==> src/rtl/pkt_arb_pkg.sv <==
// Shared types and constants for the packet-RAM write arbiter.
package pkt_arb_pkg;

  localparam int unsigned DATA_W_DEF      = 134;
  localparam int unsigned ADDR_W_DEF      = 16;
  localparam int unsigned TIMEOUT_CYC_DEF = 1024;
  localparam int unsigned WDOG_W          = 16;
  localparam int unsigned DBG_CNT_W       = 16;

  localparam logic [1:0] TAG_TAIL = 2'b10;

  // Encoding doubles as the one-hot grant vector (LOCK0 -> 01, LOCK1 -> 10).
  typedef enum logic [1:0] {
    ARB_IDLE_S  = 2'd0,
    ARB_LOCK0_S = 2'd1,
    ARB_LOCK1_S = 2'd2
  } arb_state_e;

  // True when the word tag marks the last word of a packet.
  function automatic logic is_tail(input logic [1:0] tag);
    return tag == TAG_TAIL;
  endfunction

endpackage

==> src/rtl/pkt_arb_watchdog.sv <==
// Lock watchdog: counts write-free cycles while a packet lock is held and
// flags a forced release once TIMEOUT_CYC of them have elapsed.
module pkt_arb_watchdog
  import pkt_arb_pkg::*;
#(
  parameter int unsigned TIMEOUT_CYC = TIMEOUT_CYC_DEF
) (
  input  logic i_clk,
  input  logic i_rst_n,
  input  logic locked_i,
  input  logic wr_i,
  output logic expire_c_o,
  output logic timeout_o
);

  localparam logic [WDOG_W-1:0] LIMIT = WDOG_W'(TIMEOUT_CYC - 1);

  logic [WDOG_W-1:0] cnt_q;
  logic [WDOG_W-1:0] cnt_d;
  logic              timeout_q;

  // Release fires on the TIMEOUT_CYC-th idle cycle; a write that cycle wins.
  assign expire_c_o = locked_i & ~wr_i & (cnt_q >= LIMIT);

  // Next count: cleared outside a lock, on a write or on release; saturates.
  always_comb begin
    cnt_d = cnt_q;
    if (!locked_i || wr_i || expire_c_o) begin
      cnt_d = '0;
    end else if (cnt_q != '1) begin
      cnt_d = cnt_q + WDOG_W'(1);
    end
  end

  // Counter and one-cycle timeout pulse registers.
  always_ff @(posedge i_clk or negedge i_rst_n) begin
    if (!i_rst_n) begin
      cnt_q     <= '0;
      timeout_q <= 1'b0;
    end else begin
      cnt_q     <= cnt_d;
      timeout_q <= expire_c_o;
    end
  end

  assign timeout_o = timeout_q;

endmodule

==> src/rtl/pkt_ram_write_arbiter.sv <==
// Per-packet round-robin arbiter sharing one packet-buffer RAM write port
// between two word-level wr/ack writers, with a stalled-lock watchdog.
// Optional build macro PKT_RAM_WR_ARB_DEBUG_EN adds per-port packet counters.
module pkt_ram_write_arbiter
  import pkt_arb_pkg::*;
#(
  parameter int unsigned DATA_W      = DATA_W_DEF,
  parameter int unsigned ADDR_W      = ADDR_W_DEF,
  parameter int unsigned TIMEOUT_CYC = TIMEOUT_CYC_DEF
) (
  input  logic              i_clk,
  input  logic              i_rst_n,
  input  logic              i_wr0,
  input  logic [DATA_W-1:0] iv_wdata0,
  input  logic [ADDR_W-1:0] iv_waddr0,
  output logic              o_wdata_ack0,
  input  logic              i_wr1,
  input  logic [DATA_W-1:0] iv_wdata1,
  input  logic [ADDR_W-1:0] iv_waddr1,
  output logic              o_wdata_ack1,
  output logic              o_ram_wr,
  output logic [DATA_W-1:0] ov_ram_wdata,
  output logic [ADDR_W-1:0] ov_ram_waddr,
  output logic [1:0]        ov_grant,
  output logic              o_lock_timeout,
  output logic [15:0]       ov_debug_pkt_cnt0,
  output logic [15:0]       ov_debug_pkt_cnt1
);

  arb_state_e        state_q;
  logic              rr_q;
  logic              ack0_q;
  logic              ack1_q;
  logic              ram_wr_q;
  logic [DATA_W-1:0] wdata_q;
  logic [ADDR_W-1:0] waddr_q;

  logic              req0_c;
  logic              req1_c;
  logic              wr_c;
  logic              sel_c;
  logic              tail_c;
  logic              locked_c;
  logic              expire_c;
  logic [DATA_W-1:0] wdata_sel_c;
  logic [ADDR_W-1:0] waddr_sel_c;

  // A requester still holds its acked word during the ack cycle; mask it.
  assign req0_c   = i_wr0 & ~ack0_q;
  assign req1_c   = i_wr1 & ~ack1_q;
  assign locked_c = (state_q != ARB_IDLE_S);

  // Pick which port (if any) writes this cycle.
  always_comb begin
    wr_c  = 1'b0;
    sel_c = 1'b0;
    case (state_q)
      ARB_IDLE_S: begin
        if (req0_c && req1_c) begin
          wr_c  = 1'b1;
          sel_c = rr_q;
        end else if (req0_c) begin
          wr_c  = 1'b1;
          sel_c = 1'b0;
        end else if (req1_c) begin
          wr_c  = 1'b1;
          sel_c = 1'b1;
        end
      end
      ARB_LOCK0_S: begin
        wr_c  = req0_c;
        sel_c = 1'b0;
      end
      ARB_LOCK1_S: begin
        wr_c  = req1_c;
        sel_c = 1'b1;
      end
      default: begin
        wr_c  = 1'b0;
        sel_c = 1'b0;
      end
    endcase
  end

  assign wdata_sel_c = sel_c ? iv_wdata1 : iv_wdata0;
  assign waddr_sel_c = sel_c ? iv_waddr1 : iv_waddr0;
  assign tail_c      = is_tail(wdata_sel_c[DATA_W-1 -: 2]);

  pkt_arb_watchdog #(
    .TIMEOUT_CYC (TIMEOUT_CYC)
  ) u_wdog (
    .i_clk      (i_clk),
    .i_rst_n    (i_rst_n),
    .locked_i   (locked_c),
    .wr_i       (wr_c),
    .expire_c_o (expire_c),
    .timeout_o  (o_lock_timeout)
  );

  // Arbitration FSM plus registered RAM write / ack outputs.
  always_ff @(posedge i_clk or negedge i_rst_n) begin
    if (!i_rst_n) begin
      state_q  <= ARB_IDLE_S;
      rr_q     <= 1'b0;
      ack0_q   <= 1'b0;
      ack1_q   <= 1'b0;
      ram_wr_q <= 1'b0;
      wdata_q  <= '0;
      waddr_q  <= '0;
    end else begin
      ram_wr_q <= wr_c;
      ack0_q   <= wr_c & ~sel_c;
      ack1_q   <= wr_c & sel_c;
      if (wr_c) begin
        wdata_q <= wdata_sel_c;
        waddr_q <= waddr_sel_c;
      end
      case (state_q)
        ARB_IDLE_S: begin
          if (wr_c) begin
            if (tail_c) begin
              rr_q <= ~sel_c;
            end else begin
              state_q <= sel_c ? ARB_LOCK1_S : ARB_LOCK0_S;
            end
          end
        end
        ARB_LOCK0_S, ARB_LOCK1_S: begin
          if ((wr_c && tail_c) || expire_c) begin
            state_q <= ARB_IDLE_S;
            rr_q    <= ~sel_c;
          end
        end
        default: state_q <= ARB_IDLE_S;
      endcase
    end
  end

  assign o_wdata_ack0 = ack0_q;
  assign o_wdata_ack1 = ack1_q;
  assign o_ram_wr     = ram_wr_q;
  assign ov_ram_wdata = wdata_q;
  assign ov_ram_waddr = waddr_q;
  assign ov_grant     = 2'(state_q);

`ifdef PKT_RAM_WR_ARB_DEBUG_EN
  logic [DBG_CNT_W-1:0] pkt_cnt0_q;
  logic [DBG_CNT_W-1:0] pkt_cnt1_q;

  // Count tail words as they are written (and acked); wraps at 0xFFFF.
  always_ff @(posedge i_clk or negedge i_rst_n) begin
    if (!i_rst_n) begin
      pkt_cnt0_q <= '0;
      pkt_cnt1_q <= '0;
    end else if (wr_c && tail_c) begin
      if (sel_c) begin
        pkt_cnt1_q <= pkt_cnt1_q + DBG_CNT_W'(1);
      end else begin
        pkt_cnt0_q <= pkt_cnt0_q + DBG_CNT_W'(1);
      end
    end
  end

  assign ov_debug_pkt_cnt0 = pkt_cnt0_q;
  assign ov_debug_pkt_cnt1 = pkt_cnt1_q;
`else
  assign ov_debug_pkt_cnt0 = '0;
  assign ov_debug_pkt_cnt1 = '0;
`endif

endmodule

==> config.mk <==
export PLATFORM = sky130hd
export DESIGN_NAME = pkt_ram_write_arbiter
export DESIGN_NICKNAME = d
export VERILOG_FILES = /design/src/rtl/pkt_arb_pkg.sv /design/src/rtl/pkt_arb_watchdog.sv /design/src/rtl/pkt_ram_write_arbiter.sv
export SDC_FILE = /design/constraint.sdc
export NUM_CORES = 1
export LEC_CHECK = 0
export BUFFER_PORTS_ARGS = -buffer_cell sky130_fd_sc_hd__clkbuf_2
export CAP_MARGIN = 30
export CORE_AREA = 2 2 191 193
export DETAILED_ROUTE_END_ITERATION = 10
export DIE_AREA = 0 0 193 195
export MAX_ROUTING_LAYER = met4
export SLEW_MARGIN = 25
export SYNTH_ARGS = -nofsm -noshare
export SYNTH_HDL_FRONTEND = slang
export SYNTH_SLANG_ARGS = --single-unit
==> constraint.sdc <==
create_clock -name i_clk -period 5.9 [get_ports i_clk]
set_input_delay 0.295 -clock i_clk [delete_from_list [all_inputs] [get_ports i_clk]]
set_output_delay 0.295 -clock i_clk [all_outputs]
set_load 0.005 [all_outputs]
==> results of run 1 <==
[metal layers]
layer / vias up / part of all wire
li1: 3538 / -
met1: 3157 / 0.41
met2: 245 / 0.52
met3: 28 / 0.052
met4: 0 / 0.020
met5: - / 0
[synthesized netlist by cell type, types with 3 or more instances]
cell type	n	area [um^2]
clkbuf_2	3	15.01
inv_1	5	18.77
xor2_1	6	52.55
buf_2	5	25.02
buf_4	42	315.3
mux2i_1	150	1501
nor3_1	3	15.01
o21ai_1	18	90.09
dfrtp_1	173	4329
nor2_1	13	48.80
o31ai_1	3	22.52
clkbuf_1	16	60.06
nand2_1	158	593.1
o2111ai_1	4	35.03
a21oi_1	4	20.02
nor2b_1	3	18.77
ha_1	5	62.56
buf_6	17	191.4
o21ai_0	137	685.7
[what timing repair did]
action / in CTS / in global routing
endpoints found under the hold margin: 85 / 0
endpoints found under the setup margin: 0 / 0
hold buffers: 1 / 0
[power by group through the flow]
stage	sequential, W	clock, W	combinational, W
4_1_cts	0.00206	0.00111	0.00290
5_1_grt	0.00213	0.00116	0.00319
2_1_floorplan	0.00209	0	0.00197
3_5_place_dp	0.00207	0	0.00292
6_report	0.00205	0.00106	0.00284
3_3_place_gp	0.00206	0	0.00284
[stage by stage]
stage | utilization | cells | setup WS (ns) | power (W) | cell area (um^2)
final | 0.3211 | 1705 | 3.032 | 0.005943 | 11370
after global routing | 0.3211 | 1705 | 2.757 | 0.006473 | 11370
after floorplan | - | 829 | 3.887 | 0.004060 | 8456
after CTS | 0.3211 | 1705 | 3.016 | 0.006074 | 11370
after global placement | 0.3055 | 1673 | 3.150 | 0.004897 | 10810
after detailed placement | 0.3055 | 1673 | 3.003 | 0.004990 | 10810
[path summary, 6_finish.rpt]
kind / cells past startpoint / startpoint / slack (ns) / to
worst max register to register: 6 / ov_grant[0] / 3.03 / ov_ram_wdata[40]
min in group asynchronous: 2 / i_rst_n / 0.51 / ov_ram_wdata[117]
worst max-delay path: 6 / ov_grant[0] / 3.03 / ov_ram_wdata[40]
worst min register to register: 2 / ov_ram_wdata[37] / 0.48 / ov_ram_wdata[37]
max in group asynchronous: 3 / i_rst_n / 4.04 / ov_ram_wdata[58]
worst min-delay path: 3 / iv_wdata1[90] / 0.13 / ov_ram_wdata[90]
[state kept, by name, indices dropped and copies added, names as in the netlist]
signal	count
u_wdog.timeout_o	1
o_wdata_ack0	1
ov_grant	2
o_wdata_ack1	1
ov_ram_wdata	134
rr_q	1
o_ram_wr	1
ov_ram_waddr	16
u_wdog.cnt_q	16
[tightest hold or removal path: stages]
cell      delay [ns]
clkbuf_2        0.07
mux2i_1         0.05
o21ai_1         0.10
[cells in the final DEF (no fill, tap or decap), types with 2 or more instances in the layout]
cell type	count
xor2_1	6
clkbuf_2	458
dfrtp_1	173
a21oi_1	4
o21ai_1	18
clkinvlp_4	6
nand2_1	158
o21ai_0	137
clkbuf_8	2
ha_1	5
nor3_1	3
mux2_1	2
or4_1	2
nand3_1	2
o2111ai_1	4
clkbuf_16	17
inv_1	5
nand4_1	2
or3_1	2
nor2_1	13
o31ai_1	3
buf_12	2
conb_1	38
nor2b_1	3
o211ai_1	2
inv_6	3
mux2i_1	150
buf_4	5
[cells by family after synthesis]
group | after synthesis | share of synthesized area
multiplexers | 153 | 0.1846
AND/OR/NAND/NOR | 192 | 0.09328
buffers and inverters | 88 | 0.07522
adder cells (fa/ha/maj) | 5 | 0.007522
AO/OA/AOI/OAI | 174 | 0.1121
other | 1 | 0.0004509
XOR/XNOR | 6 | 0.006319
flip-flops | 173 | 0.5205
[area by class of cell]
type	count	area, um^2
Fill cell	3752	24030
Sequential cell	173	4329
Multi-Input combinational cell	568	3508
Timing Repair Buffer	467	2391
Tap cell	461	576.8
Clock buffer	20	456.7
Clock inverter	11	85.08
Inverter	5	18.77
==> impl_results.md, run 1 <==
* Post-synth EDFFs at 0
* RSZ-0062 raised after global routing: no
* Final hold viol count at 0
* Clock Sink Count at 173
* F_max at 348.7 MHz
* Vias per Instance at 4.087
* Htree depth at 4
* Routability cong. at 0.8908
* CP bufs+invs at 2
* CP peak stage delay at 0.68 ns
* Worst-margin pin slew at 0.8200 ns
* GRT Total Usage at 0.1271
* Pwr dens at 522.9 nW/um^2
* Max-slew violations at 0
* CTS clk-pin slew, worst paths at 0.07 ns
* First-pass GRT wire length at 35710 um
* Std cell rows at 69
* Setup TNS at 0 ns
* Post-CTS Setup Inserts at 0
* First-pass DRT Iterations at 4
* Synth Instances at 792
* Die Y at 195 um
* Via count at 6968
* Worst-path cell chain: inv_1 -> ha_1 -> a22oi_1 -> a21o_4 -> buf_4 -> o21ai_0
* Hold_ws at 0.1294 ns
* Max-slew headroom at 0.4509
* Yosys warns at 0
* Drt total wl at 23830 um
* Wire length per cell at 13.98 um
* M3 GR Usage at 0.02408
* Largest net degree at the start of global routing at 152
* Worst path top cell family by delay: compound AO/OA/AOI/OAI gates
* CTS root buffer: clkbuf_16
* GRT Max-Usage Layer: met2
* Combinational share of power at 0.477
* Vias in the first global route at 6727
* Die area at 37640 um^2
* Core outline area at 35400 um^2
* Async SR Flop Fraction at 1.000
* Grt met1 use at 0.1425
* Sequential area share after synthesis at 0.5205
* Total gr overflow at 0
* Area growth syn-to-layout at 36.66%
* Synth Flop Type: dfrtp_1
* CP Launch Type: flip-flop
* Clk network pwr share at 0.178
* Final min period at 2.868 ns
* Layout Skew at 0.01094 ns
* Nets at 1541
* Crit-path max FO at 92
* Maximum vdd drop at 624.9 uV
* Post-DRT Antenna Nets at 0
* Ratio of final minimum period to clock period at 0.4861
* Number of max-cap violations at 0
* Worst Path Arrival at 3.14 ns
* Starting DRT DRC Count at 272
* Net Sw Power at 0.002395 W
* Avg Inst Size Synth at 10.50 um^2
* Initial core utilization at 0.2350
* Worst-Skew Late Latency at 0.43 ns
* Fraction of layout cells with a size suffix above 1 at 0.4027
* I/O Buffers at 459
* GR met2 Demand/Resource at 0.2225
* Worst setup EP type: flip-flop
* CTS Buf Count at 17
* Initial antenna violation count at 1
* HPWL after detailed placement at 18680 um
* Clock Path Buffers at 2
* Required time of the critical path at 6.17 ns
* DRC at 0
* Outcome: finished clean
* Ports at 492
* LEAKAGE at 6.249 nW
* Setup violation total in the final timing report at 0
* Post-cts resize count at 0
* Int Pwr at 0.003548 W
* FF+latch count, synth at 173
* Mapped cell area at 8317 um^2
* Worst Setup Path Type: reg -> reg
* CP max-delay cell: buf_4
* Ant diodes at 0
* Worst Hold Class: in -> reg
* Unique masters post-synth at 40
* Switch share at 0.4030
* Sequential Power Share at 0.345
* Die Wd at 193 um
* CTS tree: yes
No activity file was read; power rests on OpenSTA's default activity.
==> inputs of run 2 (changes only) <==
--- a/config.mk
+++ b/config.mk
@@ -7,9 +7,9 @@
 export LEC_CHECK = 0
 export BUFFER_PORTS_ARGS = -buffer_cell sky130_fd_sc_hd__clkbuf_2
 export CAP_MARGIN = 30
-export CORE_AREA = 2 2 191 193
+export CORE_AREA = 2 2 194 196
 export DETAILED_ROUTE_END_ITERATION = 10
-export DIE_AREA = 0 0 193 195
+export DIE_AREA = 0 0 196 198
 export MAX_ROUTING_LAYER = met4
 export SLEW_MARGIN = 25
 export SYNTH_ARGS = -nofsm -noshare
==> constraint.sdc (replaced) <==
create_clock -name i_clk -period 2.67 [get_ports i_clk]
set_input_delay 0.1335 -clock i_clk [delete_from_list [all_inputs] [get_ports i_clk]]
set_output_delay 0.1335 -clock i_clk [all_outputs]
set_load 0.005 [all_outputs]
==> run 2 against run 1 <==
  * Via count is 19% higher
  * Die area up 3.1%
  * Wire length rose by 20%
  * Cell count is 16% higher
  * First-iteration DRC count increased by 7.7%
  * Maximum frequency up 11%
  * Critical path depth grew 1
  * Largest cell class is now non-clock buffers
  * Highest routed layer unchanged
==> impl_results.md, run 2 (synthesis results as in run 1) <==
* Die area at 38810 um^2 (+3.1%)
* Routability cong. at 0.8332 (-6.5%)
* Total gr overflow at 0 (unchanged)
* Std cell rows at 71 (+2.9%)
* Die Wd at 196 um (+1.6%)
* Worst Hold Class: in -> reg
* GR met2 Demand/Resource at 0.2495 (+0.02702)
* Maximum vdd drop at 645.7 uV (+3.3%)
* HPWL after detailed placement at 18650 um (-0.16%)
* Worst setup EP type: flip-flop
* Vias per Instance at 4.193 (+2.6%)
* Fraction of layout cells with a size suffix above 1 at 0.3447 (-0.05807)
* First-pass DRT Iterations at 4 (unchanged)
* Final min period at 2.582 ns (-0.2855 ns)
* Starting DRT DRC Count at 293 (+7.7%)
* Largest net degree at the start of global routing at 84 (-45%)
* Core outline area at 36960 um^2 (+4.4%)
* Initial core utilization at 0.2250 (-0.009912)
* Crit-path max FO at 32 (-65%)
* Max-slew violations at 0 (unchanged)
* Number of max-cap violations at 0 (unchanged)
* Drt total wl at 28530 um (+20%)
* Clock Path Buffers at 2 (unchanged)
* Via count at 8277 (+19%)
* Max-slew headroom at 0.4736 (+0.02273)
* Die Y at 198 um (+1.5%)
* Final hold viol count at 0 (unchanged)
* RSZ-0062 raised after global routing: yes
* First-pass GRT wire length at 42500 um (+19%)
* Placement Cell Area at 11000 um^2 (+1.7%)
* CTS clk-pin slew, worst paths at 0.07 ns (about the same)
* Ports at 492 (unchanged)
* F_max at 387.2 MHz (+11%)
* Area growth syn-to-layout at 68.56%
* Most common cell after layout, fill and taps aside: clkbuf_2
* Wire length per cell at 14.45 um (+3.4%)
* CTS tree: yes
* Outcome: finished clean
* Worst Path Arrival at 2.91 ns (-0.23 ns)
* Worst Setup Path Type: reg -> reg
* Pwr dens at 1072 nW/um^2 (+100%)
* Ant diodes at 0 (unchanged)
* Nets at 1796 (+17%)
* Layout Skew at 0.01028 ns (-0.0006635 ns)
* Worst-Skew Late Latency at 0.44 ns (about the same)
* Post-DRT Antenna Nets at 0 (unchanged)
* DRC at 0 (unchanged)
* GRT Total Usage at 0.1441 (+0.01696)
* CTS Buf Count at 17 (unchanged)
* Max reg flops at 134 (unchanged)
* Ratio of final minimum period to clock period at 0.9672 (+0.4811)
* Post-route cell area at 14020 um^2 (+23%)
* M3 GR Usage at 0.03492 (+0.01083)
* Required time of the critical path at 3.00 ns (-3.17 ns)
* Vias in the first global route at 8411 (+25%)
* Initial antenna violation count at 0 (-1)
* GRT Max-Usage Layer: met2
* Post-layout util at 0.3793 (+0.05823)
* Setup violation total in the final timing report at 0 (unchanged)
* Clock Sink Count at 173 (unchanged)
* Grt met1 use at 0.1570 (+0.01447)
* I/O Buffers at 459 (unchanged)
* CP Launch Type: flip-flop
* CTS root buffer: clkbuf_16
* Most frequent cells in the layout: clkbuf_2, dlygate4sd3_1, dfrtp_1, nand2_1, mux2i_1
* LEAKAGE at 7.381 nW (+18%)
* Worst-margin pin slew at 0.7861 ns (-0.03395 ns)
* Htree depth at 4 (unchanged)
run 2: repair_timing:
| item | in CTS | in global routing |
|---|---|---|
| setup buffers | 0 | 2 |
| hold endpoints to repair | 305 | 1 |
| hold buffers | 238 | 1 |
| setup endpoints to repair | 0 | 59 |
| resized for setup | 0 | 9 |
run 2: per-stage QoR:
| step | power, W | TNS, ns | hold WS [ns] | cells | setup WS (ns) |
|---|---|---|---|---|---|
| after floorplan | 0.008972 | 0 | -0.1621 | 829 | 0.6570 |
| after global placement | 0.01125 | 0 | 0.004498 | 1699 | 0.5226 |
| after detailed placement | 0.01143 | 0 | 0.009605 | 1699 | 0.4060 |
| after CTS | 0.01489 | 0 | 0.0001482 | 1969 | 0.05741 |
| after global routing | 0.01621 | -0.03670 | 0.01156 | 1974 | -0.01091 |
| final | 0.01502 | 0 | 0.01927 | 1974 | 0.08754 |
run 2: critical path, stage by stage (launching register included):
cell and delay [ns]:
dfrtp_1 0.39, or3b_1 0.43, a31oi_4 0.23, buf_4 0.21, buf_8 0.32, mux2i_1 0.24
dlygate4sd3_1 0.58, o21ai_1 0.06
run 2: where the power goes:
group	switching, W	internal (W)	total, W
clock	0.00109	0.00132	0.00241
combinational	0.00407	0.00398	0.00804
sequential	0.000672	0.00389	0.00457
total	0.00583	0.00919	0.0150
run 2: worst paths after layout:
check | start | endpoint | slack [ns] | depth (start not counted)
max in group asynchronous | i_rst_n | ov_ram_wdata[127] | 1.75 | 3
min in group asynchronous | i_rst_n | ov_ram_wdata[20] | 0.15 | 2
hold / removal | iv_wdata1[87] | ov_ram_wdata[87] | 0.02 | 3
setup / recovery | o_wdata_ack0 | ov_ram_waddr[15] | 0.09 | 7
hold reg to reg | ov_ram_wdata[21] | ov_ram_wdata[21] | 0.48 | 2
setup reg to reg | o_wdata_ack0 | ov_ram_waddr[15] | 0.09 | 7
run 2: metal layers:
layer,share of wire,up-vias,routed length (um)
met5,0,-,0
met4,0.034,0,977
met3,0.052,59,1475
met2,0.52,315,14760
met1,0.40,3861,11310
li1,-,4042,-
run 2: final cells by class:
type                       count  area (um^2)
clock buffer                  21        450.4
clock inverter                11        108.9
fill                        3601        22940
inverter                       5        18.77
multi-input combinational    568         3508
sequential                   173         4329
tap                          474        593.1
timing repair buffer         722         5010
